$ cat config.mk
export PLATFORM = sky130hd
export DESIGN_NAME = axicb_mst_if
export DESIGN_NICKNAME = d
export VERILOG_FILES = /design/src/rtl/axicb_mst_if.sv
export SDC_FILE = /design/constraint.sdc
export NUM_CORES = 1
export LEC_CHECK = 0
export ABC_AREA = 1
export BUFFER_PORTS_ARGS = -buffer_cell sky130_fd_sc_hd__buf_2
export CORE_UTILIZATION = 51
export DETAILED_ROUTE_END_ITERATION = 10
export PLACE_DENSITY = 0.82
export SLEW_MARGIN = 20
export SYNTH_ARGS = -nofsm -noshare
export SYNTH_HDL_FRONTEND = slang
export SYNTH_SLANG_ARGS = --single-unit
$ cat constraint.sdc
create_clock -name aclk -period 1.86 [get_ports aclk]
set_input_delay 0 -clock aclk [delete_from_list [all_inputs] [get_ports aclk]]
set_output_delay 0 -clock aclk [all_outputs]
set_load 0.02 [all_outputs]
$ cat src/rtl/axicb_mst_if.sv
// Crossbar master ingress: AW/AR request FIFOs with ID masking and W/B/R pass-through.
// Define AXICB_OSTD_LIMIT_EN to throttle requests on outstanding write/read counts.

module axicb_mst_if_fifo #(
  parameter int DEPTH = 4,
  parameter int W     = 8
) (
  input  logic         aclk,
  input  logic         aresetn,
  input  logic         push_i,
  input  logic [W-1:0] data_i,
  input  logic         pop_i,
  output logic         full_o,
  output logic         empty_o,
  output logic [W-1:0] data_o
);

  localparam int AW    = $clog2(DEPTH);
  localparam int PTR_W = AW + 1;

  logic [W-1:0]     mem_q [DEPTH];
  logic [PTR_W-1:0] wptr_q, rptr_q;

  always_ff @(posedge aclk or negedge aresetn) begin
    if (!aresetn) begin
      wptr_q <= '0;
      rptr_q <= '0;
    end else begin
      if (push_i) wptr_q <= wptr_q + PTR_W'(1);
      if (pop_i)  rptr_q <= rptr_q + PTR_W'(1);
    end
  end

  // Storage is not reset; the pointers alone define what is valid.
  always_ff @(posedge aclk) begin
    if (push_i) mem_q[wptr_q[AW-1:0]] <= data_i;
  end

  assign full_o  = (wptr_q[AW] != rptr_q[AW]) && (wptr_q[AW-1:0] == rptr_q[AW-1:0]);
  assign empty_o = (wptr_q == rptr_q);
  assign data_o  = mem_q[rptr_q[AW-1:0]];

endmodule

module axicb_mst_if #(
  parameter int AXI_ID_W        = 8,
  parameter int MST_ID_MASK     = 'h00,
  parameter int FIFO_DEPTH      = 4,
  parameter int MST_OSTDREQ_NUM = 4,
  parameter int AWCH_W          = 8,
  parameter int WCH_W           = 8,
  parameter int BCH_W           = 8,
  parameter int ARCH_W          = 8,
  parameter int RCH_W           = 8
) (
  input  logic              aclk,
  input  logic              aresetn,
  // master side
  input  logic              i_awvalid,
  output logic              i_awready,
  input  logic [AWCH_W-1:0] i_awch,
  input  logic              i_wvalid,
  output logic              i_wready,
  input  logic              i_wlast,
  input  logic [WCH_W-1:0]  i_wch,
  output logic              i_bvalid,
  input  logic              i_bready,
  output logic [BCH_W-1:0]  i_bch,
  input  logic              i_arvalid,
  output logic              i_arready,
  input  logic [ARCH_W-1:0] i_arch,
  output logic              i_rvalid,
  input  logic              i_rready,
  output logic              i_rlast,
  output logic [RCH_W-1:0]  i_rch,
  // switch side
  output logic              o_awvalid,
  input  logic              o_awready,
  output logic [AWCH_W-1:0] o_awch,
  output logic              o_wvalid,
  input  logic              o_wready,
  output logic              o_wlast,
  output logic [WCH_W-1:0]  o_wch,
  input  logic              o_bvalid,
  output logic              o_bready,
  input  logic [BCH_W-1:0]  o_bch,
  output logic              o_arvalid,
  input  logic              o_arready,
  output logic [ARCH_W-1:0] o_arch,
  input  logic              o_rvalid,
  output logic              o_rready,
  input  logic              o_rlast,
  input  logic [RCH_W-1:0]  o_rch
);

  // Mask zero-extended to full channel width so only ID bits can be set.
  localparam logic [AXI_ID_W-1:0] ID_MASK = AXI_ID_W'(MST_ID_MASK);
  localparam logic [AWCH_W-1:0]   AW_OR   = AWCH_W'(ID_MASK);
  localparam logic [ARCH_W-1:0]   AR_OR   = ARCH_W'(ID_MASK);

  logic              aw_full, aw_empty, aw_push, aw_pop;
  logic              ar_full, ar_empty, ar_push, ar_pop;
  logic [AWCH_W-1:0] aw_head;
  logic [ARCH_W-1:0] ar_head;
  logic              wr_limit, rd_limit;
  logic              b_hs, r_last_hs;

  assign aw_push   = i_awvalid & i_awready;
  assign aw_pop    = o_awvalid & o_awready;
  assign ar_push   = i_arvalid & i_arready;
  assign ar_pop    = o_arvalid & o_arready;
  assign b_hs      = i_bvalid & i_bready;
  assign r_last_hs = i_rvalid & i_rready & i_rlast;

  // Ready looks only at local state, never at o_*ready.
  assign i_awready = !aw_full & !wr_limit;
  assign i_arready = !ar_full & !rd_limit;
  assign o_awvalid = !aw_empty;
  assign o_arvalid = !ar_empty;
  assign o_awch    = aw_head | AW_OR;
  assign o_arch    = ar_head | AR_OR;

  axicb_mst_if_fifo #(.DEPTH(FIFO_DEPTH), .W(AWCH_W)) u_aw_fifo (
    .aclk    (aclk),
    .aresetn (aresetn),
    .push_i  (aw_push),
    .data_i  (i_awch),
    .pop_i   (aw_pop),
    .full_o  (aw_full),
    .empty_o (aw_empty),
    .data_o  (aw_head)
  );

  axicb_mst_if_fifo #(.DEPTH(FIFO_DEPTH), .W(ARCH_W)) u_ar_fifo (
    .aclk    (aclk),
    .aresetn (aresetn),
    .push_i  (ar_push),
    .data_i  (i_arch),
    .pop_i   (ar_pop),
    .full_o  (ar_full),
    .empty_o (ar_empty),
    .data_o  (ar_head)
  );

  assign o_wvalid = i_wvalid;
  assign i_wready = o_wready;
  assign o_wlast  = i_wlast;
  assign o_wch    = i_wch;
  assign i_bvalid = o_bvalid;
  assign o_bready = i_bready;
  assign i_bch    = o_bch;
  assign i_rvalid = o_rvalid;
  assign o_rready = i_rready;
  assign i_rlast  = o_rlast;
  assign i_rch    = o_rch;

`ifdef AXICB_OSTD_LIMIT_EN
  localparam int              CNT_W   = $clog2(MST_OSTDREQ_NUM + 1);
  localparam logic [CNT_W-1:0] CNT_MAX = CNT_W'(MST_OSTDREQ_NUM);

  logic [CNT_W-1:0] wr_cnt_q, wr_cnt_d;
  logic [CNT_W-1:0] rd_cnt_q, rd_cnt_d;

  // A completion without a matching request is dropped rather than wrapping.
  function automatic logic [CNT_W-1:0] cnt_next(input logic [CNT_W-1:0] cnt,
                                                input logic inc, input logic dec);
    logic [CNT_W-1:0] r;
    r = cnt;
    if (inc && !dec)                    r = cnt + CNT_W'(1);
    else if (dec && !inc && cnt != '0)  r = cnt - CNT_W'(1);
    return r;
  endfunction

  assign wr_cnt_d = cnt_next(wr_cnt_q, aw_push, b_hs);
  assign rd_cnt_d = cnt_next(rd_cnt_q, ar_push, r_last_hs);

  always_ff @(posedge aclk or negedge aresetn) begin
    if (!aresetn) begin
      wr_cnt_q <= '0;
      rd_cnt_q <= '0;
    end else begin
      wr_cnt_q <= wr_cnt_d;
      rd_cnt_q <= rd_cnt_d;
    end
  end

  assign wr_limit = (wr_cnt_q == CNT_MAX);
  assign rd_limit = (rd_cnt_q == CNT_MAX);
`else
  logic unused_hs;
  assign unused_hs = b_hs ^ r_last_hs;
  assign wr_limit  = 1'b0;
  assign rd_limit  = 1'b0;
`endif

endmodule

==> flow_results.org, run 1 <==
** Detailed routing
- TritonRoute pass-1 iters :: 5
- Initial detailed-routing violation count :: 91
- The final route contains 2,301 vias.
- In the final routed layout, each cell accounts on average for 16.7 um.
- Vias per inst :: 5.29
- After detailed routing, the number of remaining DRC violations is 0.
- After detailed routing, the total wire length is 7280 um.
- Number of nets still failing antenna checks after routing :: 0

** Pwr
- Switching Power :: 2770 uW
- Net switching is 39.3% of the power.
- Power density cells :: 1710 nW/um^2
- Clock power frac :: 23.1%
- Cell internal power was estimated by the tool at 4270 uW.
- Relative contribution of combinational cells to total power :: 39.9%
- In this run the static leakage power is 0.00170 uW.
- Registers are responsible for 36.9% of the overall power.
- The worst-case IR drop observed on VDD is 935 uV.
- After layout, the design draws a total of 7040 uW.

** Logic synthesis
- Synthesis produced a netlist with a net count of 371.
- Combined area of all synthesized cells :: 3560 um^2
- For this run, the number of Yosys warnings is 0.
- Post-synthesis sequential element count :: 76
- A synthesized cell averages 11.6 um^2.
- Unique masters post-synth :: 19
- Counting every instance in the synthesized netlist gives 307.
- The share of the Yosys chip area taken by registers is 62.4%.

** Global route
- The number of global-route vias before repair came to 2,276.
- Number of antenna violations at the first check in global routing :: 0
- Largest net degree at the start of global routing :: 19
- The first global-routing pass estimated 11,500 um of wire.
- GRT overflow :: 0
- GR Util All Layers :: 21.2%

** STA
- Hold Fails Final Rpt :: 0
- Setup repair after global routing left no endpoint under its margin.
- Rel. slew slack :: 75.1%
- Setup violations remaining at the end of the flow were counted as 0.
- Summed over all failing endpoints, the final setup total negative slack is 0 ns.
- For this run, the top clock speed supported by timing is 581 MHz.
- Worst clock skew :: 0.0103 ns
- Min cycle time layout :: 1.72 ns
- The number of slew-limit violations in the final report was 0.
- Of the available clock period, the critical path in the final layout requires 92.5%.
- Pin slew with the least headroom to its limit :: 0.373 ns

** Clock network
- Number of buffers added to fix hold violations after cts :: 21
- Counting the buffers created by CTS gives 9.
- CTS H-Tree Depth :: 3
- The number of gates resized after CTS was 0.
- TritonCTS built the clock tree.
- The tree is rooted in a sky130_fd_sc_hd__clkbuf_8.
- After clock tree synthesis, the clock-pin slew on the worst setup and hold paths is 0.08 ns.
- In this run the post-CTS setup repair buffer count came out at 0.
- For the worst-skew pair, the clock arrives at the later sink with an insertion delay of 0.35 ns.
- Buffer levels on the longest clock path :: 2
- Count of clock tree sinks :: 76

** Outcome
- The flow ran to the end, and the final reports show no timing, DRC or antenna violations.

** Min path
- Hold crit path type :: input pin to output port
- Worst hold path cell count :: 0

** Critical path
- Element type at the critical path start :: flop
- STA puts the critical path data required time at 1.86 ns.
- Worst path top cell family by delay :: flip-flops
- Measured in cells, the most critical reg-to-reg path has a length of 7.
- Ordered cell list for the critical path :: buf_4, o21ai_0, o22ai_1, buf_2
- The setup path with the least slack is of type flop to output port.
- Number of cells on the critical path :: 4
- The critical path contains buffers and inverters numbering 2 combined.
- Kind of capture point of the worst setup path :: output port
- Along the worst path, the maximum fanout reaches 12.
- Data arrival time of the critical path :: 1.72 ns
- The largest single stage delay on the critical path is 0.56 ns.
- The slowest stage of the critical path belongs to the cell sky130_fd_sc_hd__dfrtp_1.

** Placement
- Final HPWL DP :: 4830 um
- Placer's final routability congestion estimate :: 0.806
- Port buffering added 41 buffers.

** Final layout
- Fill cells in the final layout number 485.
- Summing all multi-input logic gate instances after layout gives 952 um^2.
- N_diodes :: 0
- Cells fill 61.0% of the core in the end.
- Reg area :: 2220 um^2
- Layout net count :: 415
- From synthesis to final layout, the design area changed by 15.7%.
- Cells with a size suffix above 1 make up 24.8% of the layout.

** Run
- Max-cap violations in this run came to 0.

** Floorplan
- Row count :: 30
- Die outline area :: 7320 um^2
- Die X-Extent :: 85.6 um
- From bottom edge to top edge, the die measures 85.6 um.
- 106 I/O pins were placed.
- Initial Util :: 52.7%
- The region available for standard cell placement spans 6760 um^2.
## placed cells by master (no fill, tap or decap)
| cell | instances |
|---|---|
| sky130_fd_sc_hd__edfxtp_1 | 64 |
| sky130_fd_sc_hd__nand2_1 | 42 |
| sky130_fd_sc_hd__buf_2 | 41 |
| sky130_fd_sc_hd__nor2_1 | 38 |
| sky130_fd_sc_hd__o21ai_0 | 32 |
| sky130_fd_sc_hd__dlygate4sd3_1 | 21 |
| sky130_fd_sc_hd__o22ai_1 | 16 |
| sky130_fd_sc_hd__inv_1 | 16 |
| sky130_fd_sc_hd__nand3_1 | 13 |
| sky130_fd_sc_hd__dfrtp_1 | 12 |
| sky130_fd_sc_hd__buf_4 | 11 |
| sky130_fd_sc_hd__ha_1 | 10 |
| sky130_fd_sc_hd__clkbuf_8 | 9 |
| sky130_fd_sc_hd__nand2_2 | 6 |
| sky130_fd_sc_hd__nand2_4 | 6 |
| sky130_fd_sc_hd__nand3_4 | 4 |
| sky130_fd_sc_hd__bufinv_16 | 4 |
| sky130_fd_sc_hd__inv_2 | 3 |
| sky130_fd_sc_hd__xor2_1 | 3 |
| sky130_fd_sc_hd__clkinv_4 | 2 |
| sky130_fd_sc_hd__inv_6 | 1 |
| sky130_fd_sc_hd__inv_4 | 1 |
## state kept, by name, summed over array words and instances, names as in the netlist
register	cells
u_ar_fifo.wptr_q	3
u_ar_fifo.rptr_q	3
u_ar_fifo.mem_q	32
u_aw_fifo.wptr_q	3
u_aw_fifo.rptr_q	3
u_aw_fifo.mem_q	32
## cells by family (layout without fill, tap and decap cells)
family / Yosys count / after routing / share of synthesized area, %
xor gates and xnor gates: 3 / 3 / 0.738
buffers and inverters: 61 / 109 / 10.9
and+or+nand+nor: 109 / 109 / 15.2
adders and majority gates: 10 / 10 / 3.51
AOI/OAI and AO/OA: 48 / 48 / 7.31
DFF: 76 / 76 / 62.4
## final cells by class
class | instances | area share [%]
flip-flops and latches | 76 | 53.9
multi-input cells | 170 | 23.1
repair buffers | 73 | 12.1
clock inverters | 6 | 3.34
clock buffers | 9 | 3.01
well taps | 80 | 2.43
inverters | 21 | 2.10
## stage by stage
stage | area (um^2) | setup WS [ns] | hold slack (ns) | instances
floorplan | 3560 | 0.221 | -0.296 | 307
global placement | 3650 | 0.274 | -0.0980 | 399
detailed placement | 3650 | 0.197 | -0.0936 | 399
CTS | 4120 | 0.174 | 0.000137 | 435
global route | 4120 | 0.0467 | 0.0000419 | 435
finish | 4120 | 0.140 | 0.00000886 | 435
## power groups by stage
stage	clock (uW)	sequential (uW)	combinational, uW
after floorplan	0	2490	2170
after detailed placement	0	2620	2730
after global placement	0	2590	2670
final	1630	2600	2810
after global routing	1730	2640	3120
after CTS	1650	2590	2820
## layer usage
metal / routed length (um) / track usage, % / up-vias
met1: 3150 / 27.7 / 1061
met2: 3320 / 31.6 / 89
met4: 440 / 16.8 / 0
li1: - / - / 1107
met3: 372 / 3.85 / 44
met5: 0 / 0 / -
## worst reg2reg max path: stages (launching register included)
cell and delay [ns]:
sky130_fd_sc_hd__dfrtp_1 0.56, sky130_fd_sc_hd__inv_4 0.16, sky130_fd_sc_hd__nand2_2 0.12, sky130_fd_sc_hd__nand2_4 0.07
sky130_fd_sc_hd__nand3_4 0.10, sky130_fd_sc_hd__nand2_4 0.08, sky130_fd_sc_hd__nor2_1 0.13, sky130_fd_sc_hd__buf_4 0.20
## final timing paths
check / start / to / slack, ns
setup / recovery: u_ar_fifo.rptr_q[0] / o_arch[6] / 0.14
hold / removal: i_wch[5] / o_wch[5] / 0.000009
setup reg to reg: u_ar_fifo.rptr_q[0] / u_ar_fifo.mem_q[1][2] / 0.17
hold reg to reg: u_ar_fifo.wptr_q[2] / u_ar_fifo.wptr_q[2] / 0.53
max in group asynchronous: aresetn / u_aw_fifo.rptr_q[1] / 1.57
min in group asynchronous: aresetn / u_ar_fifo.rptr_q[2] / 0.06
## Yosys cell counts
cell	n	area, um^2
sky130_fd_sc_hd__edfxtp_1	64	1920
sky130_fd_sc_hd__buf_2	4	20.0
sky130_fd_sc_hd__o21ai_0	32	160
sky130_fd_sc_hd__inv_4	1	6.26
sky130_fd_sc_hd__xor2_1	3	26.3
sky130_fd_sc_hd__buf_4	33	248
sky130_fd_sc_hd__dfrtp_1	12	300
sky130_fd_sc_hd__buf_6	3	33.8
sky130_fd_sc_hd__inv_2	3	11.3
sky130_fd_sc_hd__nand3_4	4	70.1
sky130_fd_sc_hd__nand3_1	13	65.1
sky130_fd_sc_hd__o22ai_1	16	100
sky130_fd_sc_hd__nand2_4	6	67.6
sky130_fd_sc_hd__ha_1	10	125
sky130_fd_sc_hd__nor2_1	38	143
sky130_fd_sc_hd__nand2_2	6	37.5
sky130_fd_sc_hd__inv_1	16	60.1
sky130_fd_sc_hd__nand2_1	42	158
sky130_fd_sc_hd__inv_6	1	8.76
No activity file was read; power rests on OpenSTA's default activity.
==> inputs of run 2 (changes only) <==
--- a/config.mk
+++ b/config.mk
@@ -5,8 +5,9 @@
 export SDC_FILE = /design/constraint.sdc
 export NUM_CORES = 1
 export LEC_CHECK = 0
-export ABC_AREA = 1
 export BUFFER_PORTS_ARGS = -buffer_cell sky130_fd_sc_hd__buf_2
+export CORE_ASPECT_RATIO = 0.9
+export CORE_MARGIN = 2
 export CORE_UTILIZATION = 51
 export DETAILED_ROUTE_END_ITERATION = 10
 export PLACE_DENSITY = 0.82
==> run 2 against run 1 <==
Worst hold slack about the same. Synthesized cell count shrank 32%. Worst setup slack worse by 0.027 ns. Critical endpoint is now u_aw_fifo.mem_q[1][0].
==> flow_results.org, run 2 <==
** Global route
- The initial antenna violation count is 0 (unchanged).
- The pin count of the biggest net entering global routing was 14 (-5).
- The total global routing track utilization was 16.5% (-4.7 points).
- GRT overflow :: 0 (unchanged)
- The number of global-route vias before repair was 1,921 (-16%).
- Wire length of the first global-routing pass :: 9250 um (-19%)

** STA
- Worst clock skew :: 0.00719 ns (-0.00311 ns)
- Hold Fails Final Rpt :: 0 (unchanged)
- The share of the cycle needed by the critical path after routing is 93.9% (+1.5 points).
- The shortest period the worst path allows is 1.75 ns (+0.0272 ns).
- Post-route worst setup slack :: 0.113 ns (-0.0272 ns)
- The transition at the pin with the smallest max-transition slack was 0.432 ns (+0.0590 ns).
- Setup TNS :: 0 ns (unchanged)
- Setup repair after global routing missed its margin :: false
- The number of failing setup endpoints in the final timing report is 0 (unchanged).
- The relative slew slack was 71.2% (-3.9 points).
- The highest achievable clock rate is 572 MHz (-1.6%).
- Final max-slew violation count :: 0 (unchanged)

** Clock network
- The number of H-tree levels was 3 (unchanged).
- Clock-pin slew of the registers on the worst-case setup and hold paths :: 0.07 ns (about the same)
- TritonCTS built the clock tree.
- The TritonCTS sink count is 76 (unchanged).
- Clk_lat worst skew :: 0.34 ns (about the same)
- The post-CTS setup buffer count was 0 (unchanged).
- The maximum root-to-sink buffer count was 2 (unchanged).
- Clock tree synthesis selected as its root buffer the cell sky130_fd_sc_hd__clkbuf_8.
- TritonCTS Buffers :: 9 (unchanged)

** Floorplan
- The die height was 82.5 um (-3.6%).
- The number of I/O pins came to 106 (unchanged).
- Initial Util :: 53.0% (+0.24 points)
- Die outline area :: 7520 um^2 (+2.7%)
- The count of standard-cell rows came to 28 (-6.7%).
- The placeable core region is 6590 um^2 (-2.5%).
- The x dimension of the die came to 91.2 um (+6.5%).

** Logic synthesis
- In the post-synthesis netlist, the biggest area contributors are sky130_fd_sc_hd__edfxtp_1 (55%), sky130_fd_sc_hd__mux4_2 (10%), sky130_fd_sc_hd__dfrtp_1 (8.6%).
- Share of Yosys cell area claimed by the top area cell type :: 55.1% (+1.1 points)
- The gate count of the mapped netlist is 208 (-32%).
- The count of flip-flops with a built-in enable after synthesis was 64 (unchanged).
- Top cell type by total area after synthesis :: sky130_fd_sc_hd__edfxtp_1
- Share of synthesized area occupied by flip-flops and latches :: 63.7% (+1.3 points)
- The synthesized area divided by synthesized cell count was 16.8 um^2 (+45%).
- Leading cell type by number of instances after synthesis :: sky130_fd_sc_hd__edfxtp_1
- Count of warnings emitted by yosys :: 0 (unchanged)
- The fraction of synthesis flops using an asynchronous set or reset pin was 15.8% (unchanged).
- Top post-synthesis cells by count :: sky130_fd_sc_hd__edfxtp_1 (64), sky130_fd_sc_hd__buf_4 (34), sky130_fd_sc_hd__mux4_2 (16), sky130_fd_sc_hd__dfrtp_1 (12)
- The post-synthesis instance area was 3490 um^2 (-2.1%).
- The number of register bits inferred by synthesis was 76 (unchanged).
- The most used flip-flop cell after synthesis is sky130_fd_sc_hd__edfxtp_1.
- Unique masters post-synth :: 26 (+7)
- Mapped Nets :: 272 (-27%)

** Final layout
- Final Util :: 61.9% (+0.91 points)
- Post-route design area :: 4080 um^2 (-1.1%)
- Layout net count :: 321 (-23%)
- Relative to the synthesized area, the layout overhead comes to 16.9%.
- Fraction of final layout cells sized beyond drive strength 1 :: 34.0% (+9.2 points)
- Fill cells :: 486 (+0.21%)
- N_diodes :: 0 (unchanged)
- Leaving out fill and tap cells, the most frequent cell in the layout is sky130_fd_sc_hd__edfxtp_1.
- The top cell types in the final layout, fill and taps aside, are sky130_fd_sc_hd__edfxtp_1 (64), sky130_fd_sc_hd__buf_2 (41), sky130_fd_sc_hd__dlygate4sd3_1 (21).

** Min path
- The worst hold path belongs to the class input pin to output port.
- Worst hold path cell count :: 0 (unchanged)

** Pwr
- Peak supply drop :: 581 uV (-38%)
- Power density cells :: 1670 nW/um^2 (-2.0%)
- Leakage :: 0.00152 uW (-11%)

** Outcome
- The flow ran to the end, and the final reports show no timing, DRC or antenna violations.

** Placement
- The post-place instance area came to 3650 um^2 (about the same).
- The setup slack after placement came to 0.105 ns (-0.0923 ns).
- Placer's final routability congestion estimate :: 0.847 (+5.2%)
- Final HPWL DP :: 4030 um (-17%)
- The number of port buffers is 41 (unchanged).

** Critical path
- Kind of capture point of the worst setup path :: flop
- Slowest cell on the critical path :: sky130_fd_sc_hd__dfrtp_1
- Largest incremental delay on the critical path :: 0.44 ns (-0.12 ns)
- Top fanout value on the critical path :: 8 (-4)
- Logic depth of the worst register-to-register path :: 3 (-4)
- The critical path goes through xnor2_1, or3_4, and3_1.
- Data arrival time of the critical path :: 1.75 ns (+0.03 ns)
- STA classifies the critical path startpoint as a flop.
- Endpoint required time on the critical path :: 1.86 ns (about the same)
- Type of the setup path with the least slack :: flop to flop

** Detailed routing
- Initial detailed-routing violation count :: 108 (+19%)
- Vias per inst :: 5.25 (-0.75%)
- TritonRoute pass-1 iters :: 4 (-1)
- Number of nets still failing antenna checks after routing :: 0 (unchanged)
- The routed wire length came to 5910 um (-19%).
- The post-detailed-route wirelength per cell is 16.8 um (+0.34%).
- The number of DRC violations after detailed routing came to 0 (unchanged).
- Total via count in the routed design :: 1,848 (-20%)

** Run
- The total of max-cap violations was 0 (unchanged).
-- run 2: cell count changes in the layout (fill, tap and decap cells not counted), sizes merged, moves of 5 or more --
cell,previous run,this run
and3,0,6
nand2,54,5
mux4,0,16
inv,21,6
o21ai,32,0
a21oi,0,8
xnor2,0,9
o22ai,16,0
nor2,38,0
xor2,3,8
o31ai,0,10
nand3,17,2
-- run 2: worst paths after layout --
check,startpoint,end,slack [ns]
worst max-delay path,u_aw_fifo.wptr_q[2],u_aw_fifo.mem_q[1][0],0.11
worst min-delay path,o_rvalid,i_rvalid,0.000009
worst max register to register,u_aw_fifo.wptr_q[2],u_aw_fifo.mem_q[1][0],0.11
worst min register to register,u_ar_fifo.wptr_q[2],u_ar_fifo.wptr_q[2],0.55
max in group asynchronous,aresetn,u_ar_fifo.rptr_q[0],1.58
min in group asynchronous,aresetn,u_ar_fifo.wptr_q[1],0.06
-- run 2: timing repair --
action                                 4_1_cts  5_1_grt
hold buffers                                21        0
gates resized for setup                      0        1
endpoints found under the hold margin       83        0
setup endpoints to repair                    0        1
-- run 2: kinds of logic (layout without fill, tap and decap cells) --
kind of cell	after synthesis	count (layout)	share of synthesized area, %
DFF	76	76	63.7
xor gates and xnor gates	17	17	5.56
AOI/OAI and AO/OA	26	26	5.24
adders and majority gates	10	10	3.59
muxes	16	16	10.3
buffers and inverters	42	96	8.18
and+or+nand+nor	21	21	3.41
-- run 2: final cells by class --
| type | instances | area, um^2 | share of cell area [%] |
|---|---|---|---|
| Inverter | 6 | 22.5 | 0.552 |
| Clock inverter | 6 | 88.8 | 2.18 |
| Multi-Input combinational cell | 90 | 981 | 24.1 |
| Timing Repair Buffer | 74 | 522 | 12.8 |
| Tap cell | 90 | 113 | 2.76 |
| Clock buffer | 10 | 128 | 3.13 |
| Sequential cell | 76 | 2220 | 54.5 |
-- run 2: through the flow --
stage	power, uW	hold slack, ns	cells
after floorplan	4690	-0.296	208
after global placement	5420	-0.106	315
after detailed placement	5490	-0.100	315
after CTS	6870	0.000137	352
after global routing	7220	0.0000296	352
final	6820	0.00000881	352
-- run 2: report_power, final --
group | switching [uW] | internal [uW] | total [uW] | leakage (uW)
clock | 581 | 755 | 1340 | 0.000102
combinational | 1630 | 1290 | 2920 | 0.000680
sequential | 260 | 2300 | 2560 | 0.000733
total | 2470 | 4350 | 6820 | 0.00152
-- run 2: worst max-delay path: cells and delay by family, from the launching register on --
kind | cells | cell delay (ns)
xor gates and xnor gates | 1 | 0.37
and+or+nand+nor | 2 | 0.60
DFF | 1 | 0.44
-- run 2: per-layer routing --
metal | wire, um | share of wire (%) | GRT usage, %
met1 | 2490 | 42 | 19.5
met2 | 3030 | 51 | 28.7
met3 | 245 | 4.1 | 4.63
met4 | 146 | 2.5 | 7.88
met5 | 0 | 0 | 0
